[config.mk]
export PLATFORM = sky130hd
export DESIGN_NAME = cmp_swap_stage
export DESIGN_NICKNAME = d
export VERILOG_FILES = /design/src/rtl/cmp_swap_pkg.sv /design/src/rtl/skid_buf.sv /design/src/rtl/cmp_swap_stage.sv
export SDC_FILE = /design/constraint.sdc
export NUM_CORES = 1
export LEC_CHECK = 0
export ABC_AREA = 1
export CAP_MARGIN = 25
export CORE_MARGIN = 10
export CORE_UTILIZATION = 52
export DETAILED_ROUTE_END_ITERATION = 6
export PLACE_DENSITY_LB_ADDON = 0.1
export RECOVER_POWER = 50
export SLEW_MARGIN = 10
export SYNTH_ARGS = -nofsm -noshare
export SYNTH_HDL_FRONTEND = slang
export SYNTH_SLANG_ARGS = --single-unit
[constraint.sdc]
create_clock -name clk -period 2.19 [get_ports clk]
set_input_delay 0.219 -clock clk [delete_from_list [all_inputs] [get_ports clk]]
set_output_delay 0.219 -clock clk [all_outputs]
set_load 0.05 [all_outputs]
[src/rtl/cmp_swap_pkg.sv]
// Shared definitions for the compare/swap pipeline stage: operation encodings
// and the width-independent exchange decision.
package cmp_swap_pkg;

   typedef logic [1:0] mode_t;

   localparam mode_t MODE_PASS      = 2'd0;
   localparam mode_t MODE_SWAP      = 2'd1;
   localparam mode_t MODE_SORT_ASC  = 2'd2;
   localparam mode_t MODE_SORT_DESC = 2'd3;

   // Equal operands give a_gt_b == a_lt_b == 0, so sort modes never exchange them.
   function automatic logic swap_decision(input mode_t mode,
                                          input logic  a_gt_b,
                                          input logic  a_lt_b);
      case (mode)
         MODE_PASS:     return 1'b0;
         MODE_SWAP:     return 1'b1;
         MODE_SORT_ASC: return a_gt_b;
         default:       return a_lt_b;
      endcase
   endfunction

endpackage

[src/rtl/skid_buf.sv]
// Two-entry output stage: an output register plus one skid register, giving
// full throughput with in_ready driven straight from a flop.
module skid_buf #(
   parameter int W = 17
) (
   input  logic         clk,
   input  logic         reset_n,
   input  logic         in_valid,
   output logic         in_ready,
   input  logic [W-1:0] in_data,
   output logic         out_valid,
   input  logic         out_ready,
   output logic [W-1:0] out_data
);

   logic         skid_valid;
   logic [W-1:0] skid_data;
   logic         in_xfer;
   logic         out_xfer;

   assign in_ready = !skid_valid;
   assign in_xfer  = in_valid && in_ready;
   assign out_xfer = out_valid && out_ready;

   // NOTE: sequential state uses non-blocking assignments so every flop samples
   // pre-edge values regardless of block evaluation order.
   always_ff @(posedge clk or negedge reset_n) begin
      if (!reset_n) begin
         out_valid  <= 1'b0;
         skid_valid <= 1'b0;
         out_data   <= '0;
      end else if (out_xfer) begin
         if (skid_valid) begin
            out_data   <= skid_data;
            skid_valid <= 1'b0;
         end else if (in_xfer) begin
            out_data <= in_data;
         end else begin
            out_valid <= 1'b0;
         end
      end else if (in_xfer) begin
         if (out_valid) begin
            skid_valid <= 1'b1;
         end else begin
            out_valid <= 1'b1;
            out_data  <= in_data;
         end
      end
   end

   // NOTE: skid_data is payload only and is never observed unless skid_valid
   // is set, so it carries no reset and stays a plain enable flop.
   always_ff @(posedge clk) begin
      if (in_xfer && out_valid && !out_xfer)
         skid_data <= in_data;
   end

   a_hold_stable: assert property (@(posedge clk) disable iff (!reset_n)
      out_valid && !out_ready |=> out_valid && $stable(out_data));

   a_skid_implies_out: assert property (@(posedge clk) disable iff (!reset_n)
      skid_valid |-> out_valid);

endmodule

[src/rtl/cmp_swap_stage.sv]
// Compare/exchange stage: decides per pair whether to exchange operands, then
// registers the result through a skid buffer and counts exchanged pairs.
module cmp_swap_stage
   import cmp_swap_pkg::*;
#(
   parameter int WIDTH = 8,
   parameter int CNT_W = 16
) (
   input  logic             clk,
   input  logic             reset_n,
   input  logic             in_valid,
   output logic             in_ready,
   input  logic [WIDTH-1:0] in_a,
   input  logic [WIDTH-1:0] in_b,
   input  logic [1:0]       in_mode,
   output logic             out_valid,
   input  logic             out_ready,
   output logic [WIDTH-1:0] out_a,
   output logic [WIDTH-1:0] out_b,
   output logic             out_swapped,
   input  logic             clear_count,
   output logic [CNT_W-1:0] swap_count
);

   localparam int PW = 2 * WIDTH + 1;

   logic             exch;
   logic [WIDTH-1:0] res_a;
   logic [WIDTH-1:0] res_b;
   logic [PW-1:0]    in_payload;
   logic [PW-1:0]    out_payload;
   logic             in_xfer;

   assign exch = swap_decision(mode_t'(in_mode), in_a > in_b, in_a < in_b);

   always_comb begin
      // NOTE: defaults first so every path assigns both outputs and no latch
      // is inferred.
      res_a = in_a;
      res_b = in_b;
      if (exch) begin
         res_a = in_b;
         res_b = in_a;
      end
   end

   assign in_payload = {exch, res_a, res_b};

   skid_buf #(
      .W (PW)
   ) u_skid_buf (
      .clk       (clk),
      .reset_n   (reset_n),
      .in_valid  (in_valid),
      .in_ready  (in_ready),
      .in_data   (in_payload),
      .out_valid (out_valid),
      .out_ready (out_ready),
      .out_data  (out_payload)
   );

   assign {out_swapped, out_a, out_b} = out_payload;
   assign in_xfer = in_valid && in_ready;

   // Clear wins over a same-edge increment; the count holds at all-ones.
   always_ff @(posedge clk or negedge reset_n) begin
      if (!reset_n)
         swap_count <= '0;
      else if (clear_count)
         swap_count <= '0;
      else if (in_xfer && exch && (swap_count != {CNT_W{1'b1}}))
         swap_count <= swap_count + 1'b1;
   end

endmodule
==> metrics <==
outcome completed; CTS Buffer Depth 2; Die ar. ~9300 µm²; hpwl dp about 5300 µm; P_leak between 1.5 and 2 nW; CTS H-Tree Depth 2; Final Hold Vio Count 0; footprint of the multi-input gates 1470 µm²; I/O pin count 58; power density cells 971 nW/µm²; met2 WL around 3400 µm; critical path buffer and inverter count 1; initial antenna violation count 0; Post-CTS Setup Inserts 0; CP max stage delay between 0.8 and 0.9 ns; Max rail drop VDD 0.844 mV; DRT met1 WL ~3100 µm; met3 routed WL around 390 µm; vias in the first global route 2623; CTS tree done; syn nets around 420; register area share after synthesis 45.4%; fin crit share roughly 86%; fin crit period between 1.5 and 2 ns; final setup TNS 0 ns; Routed WL ~7000 µm; DIE HEIGHT slightly below 100 µm; post-CTS sizing 0; Top delay family on crit path buffers and inverters; top_reg_cell synth dfrtp_1; Max Cap Viol 0; row count 27; crit path DAT 1.67 ns; chip width 96.7 µm; area leader, netlist dfrtp_1; synth top area cells dfrtp_1 (29%), edfxtp_1 (17%), nand2_1 (15%); WP data required between 1.5 and 2 ns; Initial Utilization a little over half; CP endpoint kind output pin; DRT Pass-1 Iters 4; Worst-Skew Late Latency 0.31 ns; count leader, synth nand2_1; number of synthesized register bits 52; FF+latch area about 1400 µm²; Num CTS Buffers 5; Hold Crit Class reg -> reg; CP Launch Type register; Antenna Cells 0; Area growth, synth to finish 28.6%; Routed WL per cell between 10 and 15 µm; # port buffers 57; Total Power about 0.0038 W; Slew headroom a little over a third; clk slew on worst S/H paths 0.10 ns; Vias roughly 2700; Slew Viols, Final 0; Clock Skew ~0.0085 ns; grt total ovfl 0; syn_area_per_cell 7.81 µm²; Setup CP Type reg -> out; fillcell total approximately 500; Remaining DRCs 0; largest fanout on the critical path 6; Slew @ Worst Pin ~0.97 ns; Post-synth ARST share around 67%; Post-CTS Hold Fix Bufs 0; core area roughly 5600 µm²; CTS Sinks 52; cell area after synthesis roughly 3100 µm²; Post-synth top cells nand2_1 (126), nand3_1 (55), nor2_1 (54); count of cell types in the netlist 29; worst reg-to-reg setup slack around 0.35 ns; Synth Warn # 0; Post-DRT Antenna Nets 0; DRT iter0 DRCs roughly 150; EDFF count, synth 17; critical path, cell by cell clkdlybuf4s50_1; post-synth top area share 28.7%; Peak Freq 529 MHz; DR top layer met4; setup violators final 0; global-route wire length before repair around 12000 µm; CP max stage cell clkdlybuf4s50_1; largest net degree at the start of global routing 36; layout cell share with drive strength beyond 1 13.2%; nets 500; Total GRT Usage about 15%; Post-Syn Instances between 300 and 400; unrepaired setup endpoints after global routing false; vias per cell 4.99; CTS root buf clkbuf_8; GPL Wtd Cong around 0.87
## where the power goes
group | internal (W) | switching (W) | total [W]
clock network | 0.000340 | 0.000321 | 0.000661
registers | 0.00124 | 0.000115 | 0.00136
logic | 0.000547 | 0.00125 | 0.00180
total | 0.00213 | 0.00169 | 0.00382
## cells by family (layout without fill, tap and decap cells)
kind of cell    Yosys count  count (layout)  share of synthesized area (%)
flops                    52              52                           45.4
compound gates            9               9                           1.56
buf+inv                  43             121                           6.51
fa+ha+maj                 9               9                           3.69
xor+xnor                 11              11                           3.15
simple gates            267             267                           39.7
## state kept, by name, indices dropped and copies added, names as in the netlist
signal / cells
swap_count: 16
u_skid_buf.skid_valid: 1
u_skid_buf.skid_data: 17
u_skid_buf.out_data: 17
u_skid_buf.out_valid: 1
## area by class of cell
type	count	share of cell area (%)
multi-input cells	296	37.4
flip-flops and latches	52	35.3
repair buffers	84	19.5
inverters	29	2.77
well taps	72	2.29
clock buffers	6	1.85
clock inverters	2	0.891
## per-layer routing
metal | track usage, % | up-vias
met5 | 0 | -
met4 | 3.83 | 0
met2 | 25.4 | 61
met3 | 3.69 | 6
li1 | - | 1398
met1 | 17.2 | 1234
## layout by cell type, fill, tap and decap left out, drive strengths merged, types with 3 or more instances in the layout
master,count
nand2,141
nand3,60
nor2,58
clkdlybuf4s50,41
dfrtp,35
inv,29
buf,25
edfxtp,17
dlygate4sd3,16
ha,9
clkbuf,8
xor2,7
a21oi,5
xnor2,4
nor3,4
nand4,3
o21ai,3
## final timing paths
kind,endpoint,cells past startpoint,start
min reg2reg,u_skid_buf.out_data[7]$_DFFE_PN0P_,2,u_skid_buf.out_data[7]$_DFFE_PN0P_
max reg2reg,u_skid_buf.skid_data[7]$_DFFE_PP_,4,u_skid_buf.skid_valid$_DFFE_PN0P_
min in group asynchronous,u_skid_buf.out_data[5]$_DFFE_PN0P_,2,reset_n
min,u_skid_buf.out_data[7]$_DFFE_PN0P_,2,u_skid_buf.out_data[7]$_DFFE_PN0P_
max in group asynchronous,u_skid_buf.out_data[15]$_DFFE_PN0P_,2,reset_n
max,swap_count[5],1,swap_count[5]$_DFFE_PN0P_
## per-stage QoR
step | area (µm²) | hold WS [ns] | instances | worst slack (ns) | util, %
finish | 3930 | 0.480 | 541 | 0.301 | 70.1
global placement | 3830 | 0.461 | 533 | -0.00163 | 68.3
detailed placement | 3830 | 0.464 | 533 | -0.0258 | 68.3
CTS | 3940 | 0.340 | 541 | 0.285 | 70.2
floorplan | 3060 | -0.0766 | 391 | 0.142 | -
global route | 3930 | 0.508 | 541 | 0.115 | 70.1
No activity file was read; power rests on OpenSTA's default activity.
